$ cat src/rtl/gate_pkg.sv
// Shared types for the sequential multi-channel gate evaluator.
//   gate_mode_e  : 3-bit per-channel gate function select
//   eval_state_e : evaluator FSM states
package gate_pkg;

  typedef enum logic [2:0] {
    MODE_AND    = 3'd0,
    MODE_NAND   = 3'd1,
    MODE_OR     = 3'd2,
    MODE_NOR    = 3'd3,
    MODE_XOR    = 3'd4,  // odd parity
    MODE_XNOR   = 3'd5,
    MODE_ONEHOT = 3'd6,  // exactly one input high
    MODE_HOLD   = 3'd7   // keep previous result
  } gate_mode_e;

  typedef enum logic [1:0] {
    IDLE = 2'd0,
    EVAL = 2'd1,
    DONE = 2'd2
  } eval_state_e;

endpackage

$ cat src/rtl/gate_reduce.sv
// Combinational single-gate evaluator, time-shared across all channels.
//   in   : INPUT_COUNT gate inputs of the channel being evaluated
//   mode : gate function of that channel
//   prev : channel's current result (returned unchanged for HOLD)
//   y    : new result
module gate_reduce
  import gate_pkg::*;
#(
  parameter int INPUT_COUNT = 2
) (
  input  logic [INPUT_COUNT-1:0] in,
  input  gate_mode_e             mode,
  input  logic                   prev,
  output logic                   y
);

  always_comb begin
    // NOTE: y gets a value before the case so no path leaves it unassigned,
    // which would otherwise infer a latch.
    y = 1'b0;
    case (mode)
      MODE_AND:    y = &in;
      MODE_NAND:   y = ~&in;
      MODE_OR:     y = |in;
      MODE_NOR:    y = ~|in;
      MODE_XOR:    y = ^in;
      MODE_XNOR:   y = ~^in;
      MODE_ONEHOT: y = ($countones(in) == 1);
      MODE_HOLD:   y = prev;
      default:     y = 1'b0;
    endcase
  end

endmodule

$ cat src/rtl/gate_multi_multi_seq_eval.sv
// CHANNEL_COUNT independent gates with runtime-selectable functions, evaluated
// one channel per cycle by a single shared gate_reduce after a start strobe.
//   clk         : rising-edge clock
//   logic_reset : asynchronous active-low reset
//   start       : 1-cycle evaluate request, honoured only while idle
//   mode        : per-channel function, channel c = mode[3c +: 3]
//   in          : per-channel inputs, channel c = in[c*INPUT_COUNT +: INPUT_COUNT]
//   out         : per-channel result replicated OUTPUT_COUNT times
//   toggle      : channels whose result changed in the last pass (valid with done)
//   busy        : high while a pass is in progress (EVAL and DONE)
//   done        : 1-cycle pulse ending each completed pass
module gate_multi_multi_seq_eval
  import gate_pkg::*;
#(
  parameter int INPUT_COUNT   = 2,
  parameter int OUTPUT_COUNT  = 2,
  parameter int CHANNEL_COUNT = 4
) (
  input  logic                                  clk,
  input  logic                                  logic_reset,
  input  logic                                  start,
  input  logic [3*CHANNEL_COUNT-1:0]            mode,
  input  logic [INPUT_COUNT*CHANNEL_COUNT-1:0]  in,
  output logic [OUTPUT_COUNT*CHANNEL_COUNT-1:0] out,
  output logic [CHANNEL_COUNT-1:0]              toggle,
  output logic                                  busy,
  output logic                                  done
);

  localparam int IDX_W = (CHANNEL_COUNT > 1) ? $clog2(CHANNEL_COUNT) : 1;
  localparam logic [IDX_W-1:0] LAST_IDX = IDX_W'(CHANNEL_COUNT - 1);

  eval_state_e              state;
  logic [IDX_W-1:0]         idx;
  logic [INPUT_COUNT-1:0]   in_q   [CHANNEL_COUNT];
  gate_mode_e               mode_q [CHANNEL_COUNT];
  logic [CHANNEL_COUNT-1:0] result;
  logic [CHANNEL_COUNT-1:0] chg;
  logic [CHANNEL_COUNT-1:0] chg_next;
  logic                     y;

  gate_reduce #(
    .INPUT_COUNT(INPUT_COUNT)
  ) u_reduce (
    .in  (in_q[idx]),
    .mode(mode_q[idx]),
    .prev(result[idx]),
    .y   (y)
  );

  // Change mask including the channel being evaluated this cycle, so the
  // mask published with done already covers the last channel.
  always_comb begin
    chg_next      = chg;
    chg_next[idx] = (y != result[idx]);
  end

  always_ff @(posedge clk or negedge logic_reset) begin
    if (!logic_reset) begin
      state  <= IDLE;
      idx    <= '0;
      result <= '0;
      chg    <= '0;
      toggle <= '0;
      busy   <= 1'b0;
      done   <= 1'b0;
      // NOTE: the snapshot arrays are small registers, not RAM, so clearing
      // them in reset is cheap and keeps the shared evaluator free of X.
      for (int c = 0; c < CHANNEL_COUNT; c++) begin
        in_q[c]   <= '0;
        mode_q[c] <= MODE_AND;
      end
    end else begin
      // NOTE: all state here uses <= so every register samples the values
      // from before this edge, independent of statement order.
      case (state)
        IDLE: begin
          if (start) begin
            for (int c = 0; c < CHANNEL_COUNT; c++) begin
              in_q[c]   <= in[c*INPUT_COUNT +: INPUT_COUNT];
              mode_q[c] <= gate_mode_e'(mode[3*c +: 3]);
            end
            chg   <= '0;
            idx   <= '0;
            busy  <= 1'b1;
            state <= EVAL;
          end
        end
        EVAL: begin
          result[idx] <= y;
          chg         <= chg_next;
          if (idx == LAST_IDX) begin
            done   <= 1'b1;
            toggle <= chg_next;
            state  <= DONE;
          end else begin
            idx <= idx + 1'b1;
          end
        end
        DONE: begin
          done   <= 1'b0;
          toggle <= '0;
          busy   <= 1'b0;
          state  <= IDLE;
        end
        default: state <= IDLE;
      endcase
    end
  end

  for (genvar c = 0; c < CHANNEL_COUNT; c++) begin : g_out
    assign out[c*OUTPUT_COUNT +: OUTPUT_COUNT] = {OUTPUT_COUNT{result[c]}};
  end

endmodule

$ cat config.mk
export PLATFORM = sky130hd
export DESIGN_NAME = gate_multi_multi_seq_eval
export DESIGN_NICKNAME = d
export VERILOG_FILES = /design/src/rtl/gate_pkg.sv /design/src/rtl/gate_reduce.sv /design/src/rtl/gate_multi_multi_seq_eval.sv
export SDC_FILE = /design/constraint.sdc
export NUM_CORES = 1
export LEC_CHECK = 0
export ABC_CLOCK_PERIOD_IN_PS = 3300
export BUFFER_PORTS_ARGS = -buffer_cell sky130_fd_sc_hd__buf_2
export CORE_AREA = 2 2 62 64
export CTS_CLUSTER_DIAMETER = 30
export DETAILED_ROUTE_END_ITERATION = 7
export DIE_AREA = 0 0 64 66
export PLACE_DENSITY = 0.85
export SLEW_MARGIN = 10
export SYNTH_ARGS = -nofsm -noshare
export SYNTH_HDL_FRONTEND = slang
export SYNTH_HIERARCHICAL = 1
export SYNTH_SLANG_ARGS = --single-unit
$ cat constraint.sdc
create_clock -name clk -period 3.3 [get_ports clk]
set_input_delay 0.165 -clock clk [delete_from_list [all_inputs] [get_ports clk]]
set_output_delay 0.165 -clock clk [all_outputs]
set_load 0.05 [all_outputs]
Word level (Yosys, flattened, before mapping)
Cells that the tools add are included.
{ "totals": {"mem_count": 0, "latchBits": 0, "input_bits": 23, "ff_bits": 38, "ram_bits": 0, "word_cells": 81, "mem_bits_ro": 0, "out_inout_bits": 14} }
{ "classes": {"mux": 27, "add_sub_neg": 2, "mul": 0, "n_lt_le_gt_ge": 3, "bitwise_logic": 1, "n_eq_ne": 15, "reduce_logical": 18, "n_div": 0, "n_shift": 0} }
{ "op_table": {"columns": ["op", "count"], "rows": [
  ["32-bit by 2-bit == test with 1-bit output (second input constant)", 1],
  ["4-bit case mux with 2 select lines", 2],
  ["3-bit == test (second input constant)", 4],
  ["2-bit two-way mux", 6],
  ["2-bit AND reduction", 6],
  ["4-bit bitwise mux", 2],
  ["4-bit two-way mux", 2],
  ["1-bit case mux with 8 select lines", 1],
  ["2-bit case mux with 2 select lines", 2],
  ["3-bit binary-select mux with 2-bit select", 1],
  ["3-bit by 2-bit == test with 1-bit output (second input constant)", 2],
  ["3-bit two-way mux", 2],
  ["2-bit inequality test (second input constant)", 3],
  ["2-bit nonzero test", 3],
  ["2-bit binary-select mux with 2-bit select", 1],
  ["2-bit == test (second input constant)", 2],
  ["1-bit two-way mux", 4],
  ["1-bit case mux with 2 select lines", 2],
  ["3-bit by 1-bit == test with 1-bit output (second input constant)", 1],
  ["3-bit greater-or-equal comparator (second input constant)", 1],
  ["3-bit logical NOT", 1],
  ["2-bit by 3-bit less-than comparator with 1-bit output (second input constant)", 1],
  ["2-bit inverter with 3-bit output", 1],
  ["3-bit AND reduction", 1],
  ["13 further kinds", 14]
]} }

Longest topological paths before layout
Gate-level depths: netlist of the first run.
{ "logic_depth": {"depth_word": 11, "depth_mapped": 10, "ltp_nobuf": 9} }

Hierarchy
Netlist of the first run, hierarchy kept.
{ "modules_own_cells": {"columns": ["mod", "area_each_um2", "seq_area_each_um2", "cells_per_inst", "n_inst"], "rows": [
  ["gate_multi_multi_seq_eval", 1720.4, 925.9, 124, 1],
  ["gate_reduce", 101.3, 0.0, 14, 1]
]} }

Worst setup path before layout of the first run
No wires, ideal clock.
{ "synth_timing": {"path_kind": "flip-flop to flip-flop", "from": "register idx[0]", "to": "register chg[0]", "setup_ns": 0.121, "stages_incl_launch_ff": 11, "n_path_buf": 1, "slack_ns": 0.627, "period_less_slack_ns": 2.673, "arrival_time_ns": 2.552, "required_time_ns": 3.179, "path_cell_list": "dfrtp_1 buf_6 mux4_1 inv_1 ha_1 or2b_1 a31oi_1 a221oi_2 xnor2_4 nor2_2 a22o_1"} }
{ "synth_between": {"elab_chain_cells": 10, "elab_cells_between_ends": 34, "classes_between": "add/sub: 1; order compare: 2; eq/ne: 9; mux: 13; bitwise: 1; reduce/logical: 8"} }
{ "synth_lines": {"columns": ["item", "line", "text"], "rows": [
  ["from (decl)", "gate_multi_multi_seq_eval.sv:34", "logic [IDX_W-1:0] idx;"],
  ["from (signal assigned)", "gate_multi_multi_seq_eval.sv:97", "idx <= idx + 1'b1;"],
  ["2-bit inverter with 3-bit output (not written as such)", "gate_multi_multi_seq_eval.sv:45, gate_multi_multi_seq_eval.sv:46", null],
  ["2-bit binary-select mux with 2-bit select", "gate_multi_multi_seq_eval.sv:45", ".in (in_q[idx]),"],
  ["2-bit two-way mux (not written as such) (2 in a row)", "gate_multi_multi_seq_eval.sv:45", null],
  ["1-bit by 1-bit adder with 2-bit output (not written as such), or another cell as far along", "gate_reduce.sv:28", "MODE_ONEHOT: y = ($countones(in) == 1);"],
  ["32-bit by 2-bit == test with 1-bit output, or another cell as far along", "gate_reduce.sv:28", null],
  ["1-bit case mux with 8 select lines (*)", "gate_reduce.sv:21", "case (mode)"],
  ["via y", "gate_multi_multi_seq_eval.sv:40", "logic y;"],
  ["1-bit inequality test (*)", "gate_multi_multi_seq_eval.sv:55", "chg_next[idx] = (y != result[idx]);"],
  ["4-bit bitwise mux (*)", "gate_multi_multi_seq_eval.sv:55", null],
  ["4-bit case mux with 2 select lines (*)", "gate_multi_multi_seq_eval.sv:76", "case (state)"],
  ["to (signal assigned)", "gate_multi_multi_seq_eval.sv:91", "chg <= chg_next;"],
  ["to (decl)", "gate_multi_multi_seq_eval.sv:38", "logic [CHANNEL_COUNT-1:0] chg;"]
]} }
Mark *: on every way through the listed nets, which the timed path passes. The rest lies on a longest branch. The select of a mux whose other input is x is not followed.
A chain may end at the register's enable or synchronous reset.

Worst setup path after layout of the first run
Same ends and word-level chain as after synthesis.

==> flow_metrics.py, run 1 <==
metrics = {
    "global_routing": {
        "initial_antenna_violation_count": 0,
        "grt_pass1_wl_mm": 5.60,
        "grt_use_total_pct": 17.5,
        "first_global_vias": 1280,
        "largest_net_degree_at_the_start_of_global_routing": 38,
        "grt_overflow": 0,
    },
    "drt": {
        "wl_per_cell_um": 14.9,
        "drt.antenna.violating_nets": 0,
        "total_wirelength_mm": 3.33,
        "detailroute.via_count": 1200,
        "vias_per_cell": 5.36,
        "post-route-drc-count": 0,
        "detailedRoute.firstIterationViolations": 45,
        "met2WireLength_mm": 1.81,
        "maxUsedRoutingLayer": "met4",
        "drt-pass1-iter-count": 5,
        "met1Wirelength_mm": 1.32,
        "dr_wl_met3_um": 161,
    },
    "outcome": {
        "run_status": "finished, final reports clean",
    },
    "cts": {
        "clock_sink_count": 37,
        "root_buffer": "sky130_fd_sc_hd__clkbuf_4",
        "cts_buffers": 5,
        "cts.clk_slew.worst_paths_ns": 0.10,
        "worstSkewPairLatency_ns": 0.32,
        "cts_tree": "built",
        "clock_tree.htree_level_count": 2,
        "cts.path.max_buffers": 2,
        "cts.repair.resized": 0,
    },
    "critical_path": {
        "reg2reg_slack_ns": 0.53,
        "cp_data_arrival_time_ns": 2.99,
        "slowest_stage": "sky130_fd_sc_hd__mux4_1",
        "crit_required_ns": 3.52,
        "critical_path_peak_fanout": 5,
        "path_class": "flop to flop",
        "timing.rr.end": "chg[0]$_DFFE_PN0P_",
        "reg2regPathDepth": 9,
        "slowest_delay_ns": 0.60,
        "critical_path.endpoint": "chg[0]$_DFFE_PN0P_",
        "worst-path-stages": 9,
        "critical_path_origin": "idx[0]$_DFFE_PN0P_",
        "critical-path-top-delay-family": "compound AO/OA/AOI/OAI gates",
        "nature_of_the_critical_path_startpoint": "flop",
        "path_cells": "mux4_1 > inv_1 > ha_1 > or2b_1 > a31oi_1 > a221oi_2 > xnor2_4 > nor2_2 > a22o_1",
        "rr_startpoint": "idx[0]$_DFFE_PN0P_",
        "cp.buffers_inverters": 1,
        "worstSetupEndpointType": "flop",
    },
    "sta": {
        "rsz_0062_raised_after_global_routing": "no",
        "timing.final.max_slew_violations": 0,
        "final_min_period_over_clock_period_pct": 83.9,
        "hold_viol_final": 0,
        "clock-skew-final_ns": 0.00511,
        "setup-violations-final": 0,
        "achievable-frequency_mhz": 361,
        "post-route-worst-setup-slack_ns": 0.530,
        "tightest_slew_ns": 0.793,
        "final_period_minus_worst_setup_slack_ns": 2.77,
        "setup_tns_ns": 0,
        "timing.slew.headroom_pct": 47.2,
    },
    "yosys": {
        "synth_cells": 138,
        "number_of_warnings_issued_by_yosys": 6,
        "synth-seq-cells": 37,
        "ys_dominant_reg_cell": "sky130_fd_sc_hd__dfrtp_1",
        "synth_edf_count": 0,
        "sequential_share_of_the_synthesized_area_pct": 50.8,
        "ffs_w_async_s_r_synth_pct": 100,
        "syn-cell-area_mm2": 0.00182,
        "post_synth.cell_area_avg_um2": 13.2,
        "synthDistinctLibCells": 26,
        "synth_nets": 167,
    },
    "floorplanning": {
        "floorplan_core_area_mm2": 0.00355,
        "dieHeight_um": 66,
        "die_w_um": 64,
        "die_area_mm2": 0.00422,
        "io_pins": 37,
        "initial_utilization_pct": 51.3,
        "core.rowCount": 22,
    },
    "finish": {
        "finish.net_count": 205,
        "final_cell_area_mm2": 0.00209,
        "final_core_util_pct": 58.9,
        "final_layout_size_suffix_gt1_share_pct": 43.2,
        "area_delta_synth_final_pct": 14.8,
        "nFillCells": 294,
        "count_of_antenna_diodes_in_the_layout": 0,
    },
    "placement": {
        "port_buffers": 36,
        "finalWeightedCongestion": 0.815,
        "detailed_place_hpwl_mm": 2.53,
        "place_ws_ns": 0.562,
        "dpl-instance-area_mm2": 0.00203,
    },
    "worst_hold_path": {
        "hold_start": "in[2]",
        "holdCritPathClass": "input pin to flop",
    },
    "flow_run": {
        "max_cap_violations": 0,
    },
}
[worst reg2reg max path: stages (launching register included)]
cell,delay (ns)
sky130_fd_sc_hd__dfrtp_1,0.42
sky130_fd_sc_hd__mux4_1,0.60
sky130_fd_sc_hd__inv_1,0.08
sky130_fd_sc_hd__ha_1,0.23
sky130_fd_sc_hd__or2b_1,0.16
sky130_fd_sc_hd__a31oi_1,0.09
sky130_fd_sc_hd__a221oi_2,0.56
sky130_fd_sc_hd__xnor2_4,0.21
sky130_fd_sc_hd__nor2_2,0.08
sky130_fd_sc_hd__a22o_1,0.24
[registers in the layout, indices dropped and copies added, names as in the netlist, 2 cells and up]
signal	cells
result	4
chg	3
state	2
in_q	8
mode_q	12
idx	2
toggle	4
[cells in the mapped netlist, types with 3 or more instances]
| cell type | count | area [um^2] |
|---|---|---|
| sky130_fd_sc_hd__a21oi_1 | 5 | 25.0 |
| sky130_fd_sc_hd__mux4_2 | 3 | 67.6 |
| sky130_fd_sc_hd__dfrtp_1 | 37 | 926 |
| sky130_fd_sc_hd__inv_1 | 7 | 26.3 |
| sky130_fd_sc_hd__nand2_1 | 4 | 15.0 |
| sky130_fd_sc_hd__nor2_1 | 13 | 48.8 |
| sky130_fd_sc_hd__o21ai_0 | 4 | 20.0 |
| sky130_fd_sc_hd__buf_4 | 4 | 30.0 |
| sky130_fd_sc_hd__ha_1 | 6 | 75.1 |
| sky130_fd_sc_hd__mux4_1 | 3 | 78.8 |
| sky130_fd_sc_hd__a22o_1 | 7 | 61.3 |
| sky130_fd_sc_hd__mux2_2 | 25 | 282 |
[cell type report]
type | instances | area, um^2 | share of cell area [%]
multi-input combinational | 86 | 820 | 39.2
sequential | 37 | 926 | 44.3
tap | 48 | 60.1 | 2.87
timing repair buffer | 39 | 205 | 9.81
clock buffer | 7 | 55.1 | 2.63
inverter | 7 | 26.3 | 1.26
[cells by family (layout without fill, tap and decap cells)]
| family | count (synthesis) | after routing | share of synthesized area [%] |
|---|---|---|---|
| xor+xnor | 1 | 1 | 1.51 |
| fa+ha+maj | 6 | 6 | 4.12 |
| mux | 31 | 31 | 23.5 |
| buf+inv | 15 | 53 | 4.46 |
| flops | 37 | 37 | 50.8 |
| compound gates | 21 | 21 | 8.17 |
| simple gates | 27 | 27 | 7.42 |
[per-layer routing]
layer	track usage, %	up-vias
met5	0	-
met4	6.79	0
met3	4.77	4
met2	32.2	33
met1	19.1	596
li1	-	567
[cell usage in the layout, fill, tap and decap left out, types with 2 or more instances in the layout]
cell / n
sky130_fd_sc_hd__a21oi_1: 5
sky130_fd_sc_hd__a22o_1: 7
sky130_fd_sc_hd__a31oi_1: 2
sky130_fd_sc_hd__buf_2: 36
sky130_fd_sc_hd__buf_4: 2
sky130_fd_sc_hd__clkbuf_4: 5
sky130_fd_sc_hd__dfrtp_1: 37
sky130_fd_sc_hd__ha_1: 6
sky130_fd_sc_hd__inv_1: 7
sky130_fd_sc_hd__mux2_2: 25
sky130_fd_sc_hd__mux4_1: 3
sky130_fd_sc_hd__mux4_2: 3
sky130_fd_sc_hd__nand2_1: 4
sky130_fd_sc_hd__nand2b_1: 2
sky130_fd_sc_hd__nor2_1: 13
sky130_fd_sc_hd__nor2b_1: 2
sky130_fd_sc_hd__o21ai_0: 4
sky130_fd_sc_hd__or2b_1: 2
[stage by stage]
step                      hold WS, ns  std cells
after floorplan                -0.131        138
after global placement          0.263        216
after detailed placement        0.292        216
after CTS                      0.0571        224
after global routing           0.0516        224
final                          0.0672        224
[worst min path at each step]
stage	cells after the start	end	slack, ns
detailed placement	1	toggle[2]$_DFFE_PN0P_	0.29
CTS	2	in_q[4]$_DFFE_PN0P_	0.06
global route	2	mode_q[0]$_DFFE_PN0P_	0.05
global placement	1	toggle[2]$_DFFE_PN0P_	0.26
finish	2	in_q[4]$_DFFE_PN0P_	0.07
floorplan	0	busy$_DFFE_PN0P_	-0.13
[what timing repair did]
action | CTS | global route
hold buffers | 1 | 0
endpoints found under the hold margin | 37 | 0
setup buffers | 0 | 0
Power of run 1 is left out: the tool's default activity adds up to more than one toggle a clock period on the data nets, which glitch-free logic cannot reach.
==> run 2: changes to the inputs <==
ABC_CLOCK_PERIOD_IN_PS = 2800   (was 3300)
clock period = 2.8 ns   (was 3.3 ns; I/O delays follow)
==> run 2 against run 1 <==
Clock skew increased by 0.00089 ns. Via count up 0.92%. Critical path type unchanged. Largest cell class unchanged. Worst hold slack lost 0.041 ns. Global-route usage is 0.73 points higher. Register-to-register slack lost 0.36 ns. Setup slack lost 0.36 ns. Die area did not move. Critical path depth down 1.
==> flow_metrics.py, run 2 (same netlist as run 1, synthesis figures left out) <==
metrics = {
    "finish": {
        "largest_reg_flops": 12,
        "nFillCells": 285,
        "count_of_antenna_diodes_in_the_layout": 0,
        "max_flop_register": "mode_q",
        "final_layout_size_suffix_gt1_share_pct": 43.8,
        "area_taken_by_flip_flops_and_latches_um2": 926,
        "multi_input_area_um2": 831,
        "top_regs": "mode_q x12, in_q x8",
        "final_cell_area_mm2": 0.00214,
        "area_delta_synth_final_pct": 17.5,
        "finish.net_count": 206,
        "mostFrequentLayoutCells": "sky130_fd_sc_hd__dfrtp_1 (37), sky130_fd_sc_hd__buf_2 (36), sky130_fd_sc_hd__mux2_2 (25), sky130_fd_sc_hd__nor2_1 (13)",
        "layout.cells.most_common": "sky130_fd_sc_hd__dfrtp_1",
    },
    "drt": {
        "post-route-drc-count": 0,
        "wl_per_cell_um": 15.0,
        "total_wirelength_mm": 3.39,
        "detailroute.via_count": 1211,
        "drt.antenna.violating_nets": 0,
        "drt-pass1-iter-count": 4,
        "detailedRoute.firstIterationViolations": 61,
        "vias_per_cell": 5.36,
    },
    "cts": {
        "cts.path.max_buffers": 2,
        "root_buffer": "sky130_fd_sc_hd__clkbuf_4",
        "clock_sink_count": 37,
        "cts.clk_slew.worst_paths_ns": 0.11,
        "cts_tree": "built",
        "cts_buffers": 5,
        "clock_tree.htree_level_count": 2,
        "worstSkewPairLatency_ns": 0.34,
    },
    "sta": {
        "final_period_minus_worst_setup_slack_ns": 2.63,
        "final_min_period_over_clock_period_pct": 94.0,
        "achievable-frequency_mhz": 380,
        "hold_viol_final": 0,
        "timing.slew.headroom_pct": 47.3,
        "setup_tns_ns": 0,
        "tightest_slew_ns": 0.791,
        "rsz_0062_raised_after_global_routing": "no",
        "clock-skew-final_ns": 0.00601,
        "timing.final.max_slew_violations": 0,
        "setup-violations-final": 0,
    },
    "critical_path": {
        "cp_data_arrival_time_ns": 2.87,
        "worstSetupEndpointType": "flop",
        "crit_required_ns": 3.04,
        "critical_path_peak_fanout": 8,
        "path_class": "flop to flop",
        "nature_of_the_critical_path_startpoint": "flop",
    },
    "global_routing": {
        "grt_use_total_pct": 18.2,
        "grt_pass1_wl_mm": 5.81,
        "initial_antenna_violation_count": 0,
        "first_global_vias": 1293,
        "grt_overflow": 0,
        "largest_net_degree_at_the_start_of_global_routing": 38,
    },
    "floorplanning": {
        "die_area_mm2": 0.00422,
        "initial_utilization_pct": 51.3,
        "io_pins": 37,
        "die_w_um": 64,
        "core.rowCount": 22,
        "dieHeight_um": 66,
        "floorplan_core_area_mm2": 0.00355,
    },
    "outcome": {
        "run_status": "finished, final reports clean",
    },
    "placement": {
        "finalWeightedCongestion": 0.815,
        "port_buffers": 36,
        "dpl-instance-area_mm2": 0.00203,
        "detailed_place_hpwl_mm": 2.49,
    },
    "flow_run": {
        "max_cap_violations": 0,
    },
    "worst_hold_path": {
        "holdCritPathClass": "input pin to flop",
    },
}
-- run 2: changes by cell type in the layout (fill, tap and decap cells not counted) --
cell	change
sky130_fd_sc_hd__a221oi_2	-1
sky130_fd_sc_hd__a221oi_4	+1
sky130_fd_sc_hd__buf_4	+1
sky130_fd_sc_hd__bufinv_16	+1
-- run 2: path summary, 6_finish.rpt --
path                                          start  cells past startpoint  slack [ns]                     to
max in group asynchronous               logic_reset                      2        1.89  mode_q[8]$_DFFE_PN0P_
worst max-delay path             idx[0]$_DFFE_PN0P_                      8        0.17     chg[1]$_DFFE_PN0P_
worst min-delay path                          in[0]                      2        0.03    in_q[6]$_DFFE_PN0P_
worst min register to register  in_q[3]$_DFFE_PN0P_                      1        0.51    in_q[3]$_DFFE_PN0P_
min in group asynchronous               logic_reset                      2        0.40     chg[0]$_DFFE_PN0P_
worst max register to register   idx[0]$_DFFE_PN0P_                      8        0.17     chg[1]$_DFFE_PN0P_
-- run 2: final cells by class --
type / count / share of cell area, %
well taps: 48 / 2.81
flip-flops and latches: 37 / 43.2
repair buffers: 40 / 9.94
clock inverters: 1 / 1.40
multi-input cells: 86 / 38.8
clock buffers: 7 / 2.57
inverters: 7 / 1.23
-- run 2: timing repair --
item	CTS	global route
setup buffers	0	0
resized for setup	0	1
endpoints found under the setup margin	0	7
endpoints found under the hold margin	37	0
hold buffers	1	0
-- run 2: critical path, stage by stage (launching register included) --
cell and delay, ns:
sky130_fd_sc_hd__dfrtp_1 0.42, sky130_fd_sc_hd__buf_4 0.21, sky130_fd_sc_hd__mux4_1 0.65, sky130_fd_sc_hd__nand2_1 0.12, sky130_fd_sc_hd__o21ai_0 0.15, sky130_fd_sc_hd__a221oi_4 0.48, sky130_fd_sc_hd__xnor2_4 0.19, sky130_fd_sc_hd__nor2_2 0.07
sky130_fd_sc_hd__a22o_1 0.23
-- run 2: through the flow --
stage / utilization [%] / instances / hold slack, ns / setup WS, ns
2_1_floorplan: - / 138 / -0.156 / 0.127
3_3_place_gp: 57.3 / 217 / 0.242 / 0.168
3_5_place_dp: 57.3 / 217 / 0.277 / 0.0651
4_1_cts: 60.0 / 226 / 0.0173 / 0.0575
5_1_grt: 60.3 / 226 / 0.000824 / 0.0317
6_report: 60.3 / 226 / 0.0259 / 0.169
-- run 2: routing by layer --
layer | global-route usage, % | vias to the layer above | wire (um)
met3 | 3.92 | 5 | 157
li1 | - | 574 | -
met2 | 33.3 | 37 | 1760
met5 | 0 | - | 0
met1 | 20.3 | 595 | 1420
met4 | 8.15 | 0 | 57
Power of run 2 is left out for the same reason.
==> run 3: changes to the inputs <==
RECOVER_POWER = 25   (was default)
==> run 3 against run 2 <==
The flow now finishes with violations (max-capacitance violations, max-slew violations). Critical path depth unchanged. Die area unchanged. Global-route usage is the same. Sequential cell count unchanged. Register-to-register slack barely moved. First-iteration DRC count stayed put. Utilization about the same. Fmax hardly changed. Sequential share of layout area barely moved. Clock skew hardly changed. Highest routed layer unchanged. Non-clock buffer count is the same.
==> flow_metrics.py, run 3 (same netlist as run 1, synthesis figures left out) <==
metrics = {
    "outcome": {
        "run_status": "finished with violations",
        "failed_checks": "max-capacitance violations, max-slew violations",
    },
    "sta": {
        "timing.final.max_slew_violations": 38,
        "tightest_slew_ns": 1.91,
        "final_period_minus_worst_setup_slack_ns": 2.63,
        "final_min_period_over_clock_period_pct": 94.0,
        "clock-skew-final_ns": 0.00601,
        "achievable-frequency_mhz": 380,
        "hold_viol_final": 0,
        "rsz_0062_raised_after_global_routing": "no",
        "setup-violations-final": 0,
        "setup_tns_ns": 0,
        "timing.slew.headroom_pct": -27.1,
    },
    "cts": {
        "cts.path.max_buffers": 2,
        "cts_tree": "built",
        "cts_buffers": 5,
        "cts.clk_slew.worst_paths_ns": 0.11,
        "clock_sink_count": 37,
        "root_buffer": "sky130_fd_sc_hd__clkbuf_4",
        "worstSkewPairLatency_ns": 0.34,
        "clock_tree.htree_level_count": 2,
    },
    "global_routing": {
        "grt_busiest_layer": "met2",
        "initial_antenna_violation_count": 0,
        "grt_use_total_pct": 18.2,
        "first_global_vias": 1293,
        "grt_overflow": 0,
        "grt_util_met1_pct": 20.3,
        "grtUsageMet2_pct": 33.3,
        "groute.layer.met3.usage_pct": 3.92,
        "largest_net_degree_at_the_start_of_global_routing": 38,
        "grt_pass1_wl_mm": 5.81,
    },
    "floorplanning": {
        "core.rowCount": 22,
        "die_w_um": 64,
        "floorplan_core_area_mm2": 0.00355,
        "dieHeight_um": 66,
        "die_area_mm2": 0.00422,
        "initial_utilization_pct": 51.3,
        "io_pins": 37,
    },
    "finish": {
        "final_cell_area_mm2": 0.00214,
        "largest_reg_flops": 12,
        "layout.cells.most_common": "sky130_fd_sc_hd__dfrtp_1",
        "area_delta_synth_final_pct": 17.4,
        "max_flop_register": "mode_q",
        "mostFrequentLayoutCells": "sky130_fd_sc_hd__dfrtp_1 (37), sky130_fd_sc_hd__buf_2 (35), sky130_fd_sc_hd__mux2_2 (25), sky130_fd_sc_hd__nor2_1 (13)",
        "nFillCells": 286,
        "final_core_util_pct": 60.3,
        "count_of_antenna_diodes_in_the_layout": 0,
        "top_regs": "mode_q x12, in_q x8",
        "final_layout_size_suffix_gt1_share_pct": 43.3,
        "finish.net_count": 206,
    },
    "critical_path": {
        "critical-path-top-delay-family": "compound AO/OA/AOI/OAI gates",
        "worstSetupEndpointType": "flop",
        "nature_of_the_critical_path_startpoint": "flop",
        "critical_path_peak_fanout": 8,
        "path_class": "flop to flop",
        "slowest_delay_ns": 0.65,
        "cp.buffers_inverters": 1,
        "path_cells": "buf_4 > mux4_1 > nand2_1 > o21ai_0 > a221oi_4 > xnor2_4 > nor2_2 > a22o_1",
        "crit_required_ns": 3.04,
        "slowest_stage": "sky130_fd_sc_hd__mux4_1",
        "cp_data_arrival_time_ns": 2.87,
    },
    "drt": {
        "vias_per_cell": 5.36,
        "detailroute.via_count": 1211,
        "drt.antenna.violating_nets": 0,
        "drt-pass1-iter-count": 4,
        "total_wirelength_mm": 3.39,
        "detailedRoute.firstIterationViolations": 61,
        "post-route-drc-count": 0,
        "wl_per_cell_um": 15.0,
    },
    "worst_hold_path": {
        "holdCritPathClass": "input pin to flop",
    },
    "flow_run": {
        "max_cap_violations": 1,
    },
    "placement": {
        "finalWeightedCongestion": 0.815,
        "detailed_place_hpwl_mm": 2.49,
        "dpl-instance-area_mm2": 0.00203,
        "port_buffers": 36,
    },
}
==> run 3: cell types whose count changed in the layout (fill, tap and decap cells not counted) <==
| cell | previous run | this run |
|---|---|---|
| sky130_fd_sc_hd__clkbuf_1 | 1 | 2 |
| sky130_fd_sc_hd__buf_2 | 36 | 35 |
==> run 3: through the flow <==
step           worst slack [ns]  cells  hold slack [ns]
2_1_floorplan             0.127    138           -0.156
3_3_place_gp              0.168    217            0.242
6_report                  0.168    226           0.0259
5_1_grt                  0.0317    226         0.000824
4_1_cts                  0.0575    226           0.0173
3_5_place_dp             0.0651    217            0.277
==> run 3: cell type report <==
class | instances | area (um^2) | share of cell area, %
flip-flops and latches | 37 | 926 | 43.3
multi-input cells | 86 | 831 | 38.8
repair buffers | 40 | 211 | 9.88
well taps | 48 | 60.1 | 2.81
clock buffers | 7 | 55.1 | 2.57
clock inverters | 1 | 30.0 | 1.40
inverters | 7 | 26.3 | 1.23
==> run 3: per-layer routing <==
layer  share of wire [%]  vias to the layer above  routed length, um
li1                    -                      574                  -
met1                  42                      595               1410
met2                  52                       37               1760
met3                 4.6                        5                157
met4                 1.7                        0                 57
met5                   0                        -                  0
==> run 3: path summary, 6_finish.rpt <==
check                      slack, ns                     to  depth (start not counted)                start
hold reg to reg                 0.51    in_q[3]$_DFFE_PN0P_                          1  in_q[3]$_DFFE_PN0P_
setup reg to reg                0.17     chg[1]$_DFFE_PN0P_                          8   idx[0]$_DFFE_PN0P_
max in group asynchronous       0.86  mode_q[8]$_DFFE_PN0P_                          2          logic_reset
hold / removal                  0.03    in_q[6]$_DFFE_PN0P_                          2                in[0]
min in group asynchronous       0.84     chg[0]$_DFFE_PN0P_                          2          logic_reset
setup / recovery                0.17     chg[1]$_DFFE_PN0P_                          8   idx[0]$_DFFE_PN0P_
==> run 3: repair_timing <==
item | CTS | global route
setup endpoints to repair | 0 | 7
hold buffers | 1 | 0
buffers inserted | 0 | 0
hold endpoints to repair | 37 | 0
gates resized for setup | 0 | 1
==> run 3: worst reg2reg max path, stage by stage (launching register included) <==
cell and delay, ns:
sky130_fd_sc_hd__dfrtp_1 0.42, sky130_fd_sc_hd__buf_4 0.21, sky130_fd_sc_hd__mux4_1 0.65, sky130_fd_sc_hd__nand2_1 0.12, sky130_fd_sc_hd__o21ai_0 0.16, sky130_fd_sc_hd__a221oi_4 0.48
sky130_fd_sc_hd__xnor2_4 0.20, sky130_fd_sc_hd__nor2_2 0.08, sky130_fd_sc_hd__a22o_1 0.23
Power of run 3 is left out for the same reason.
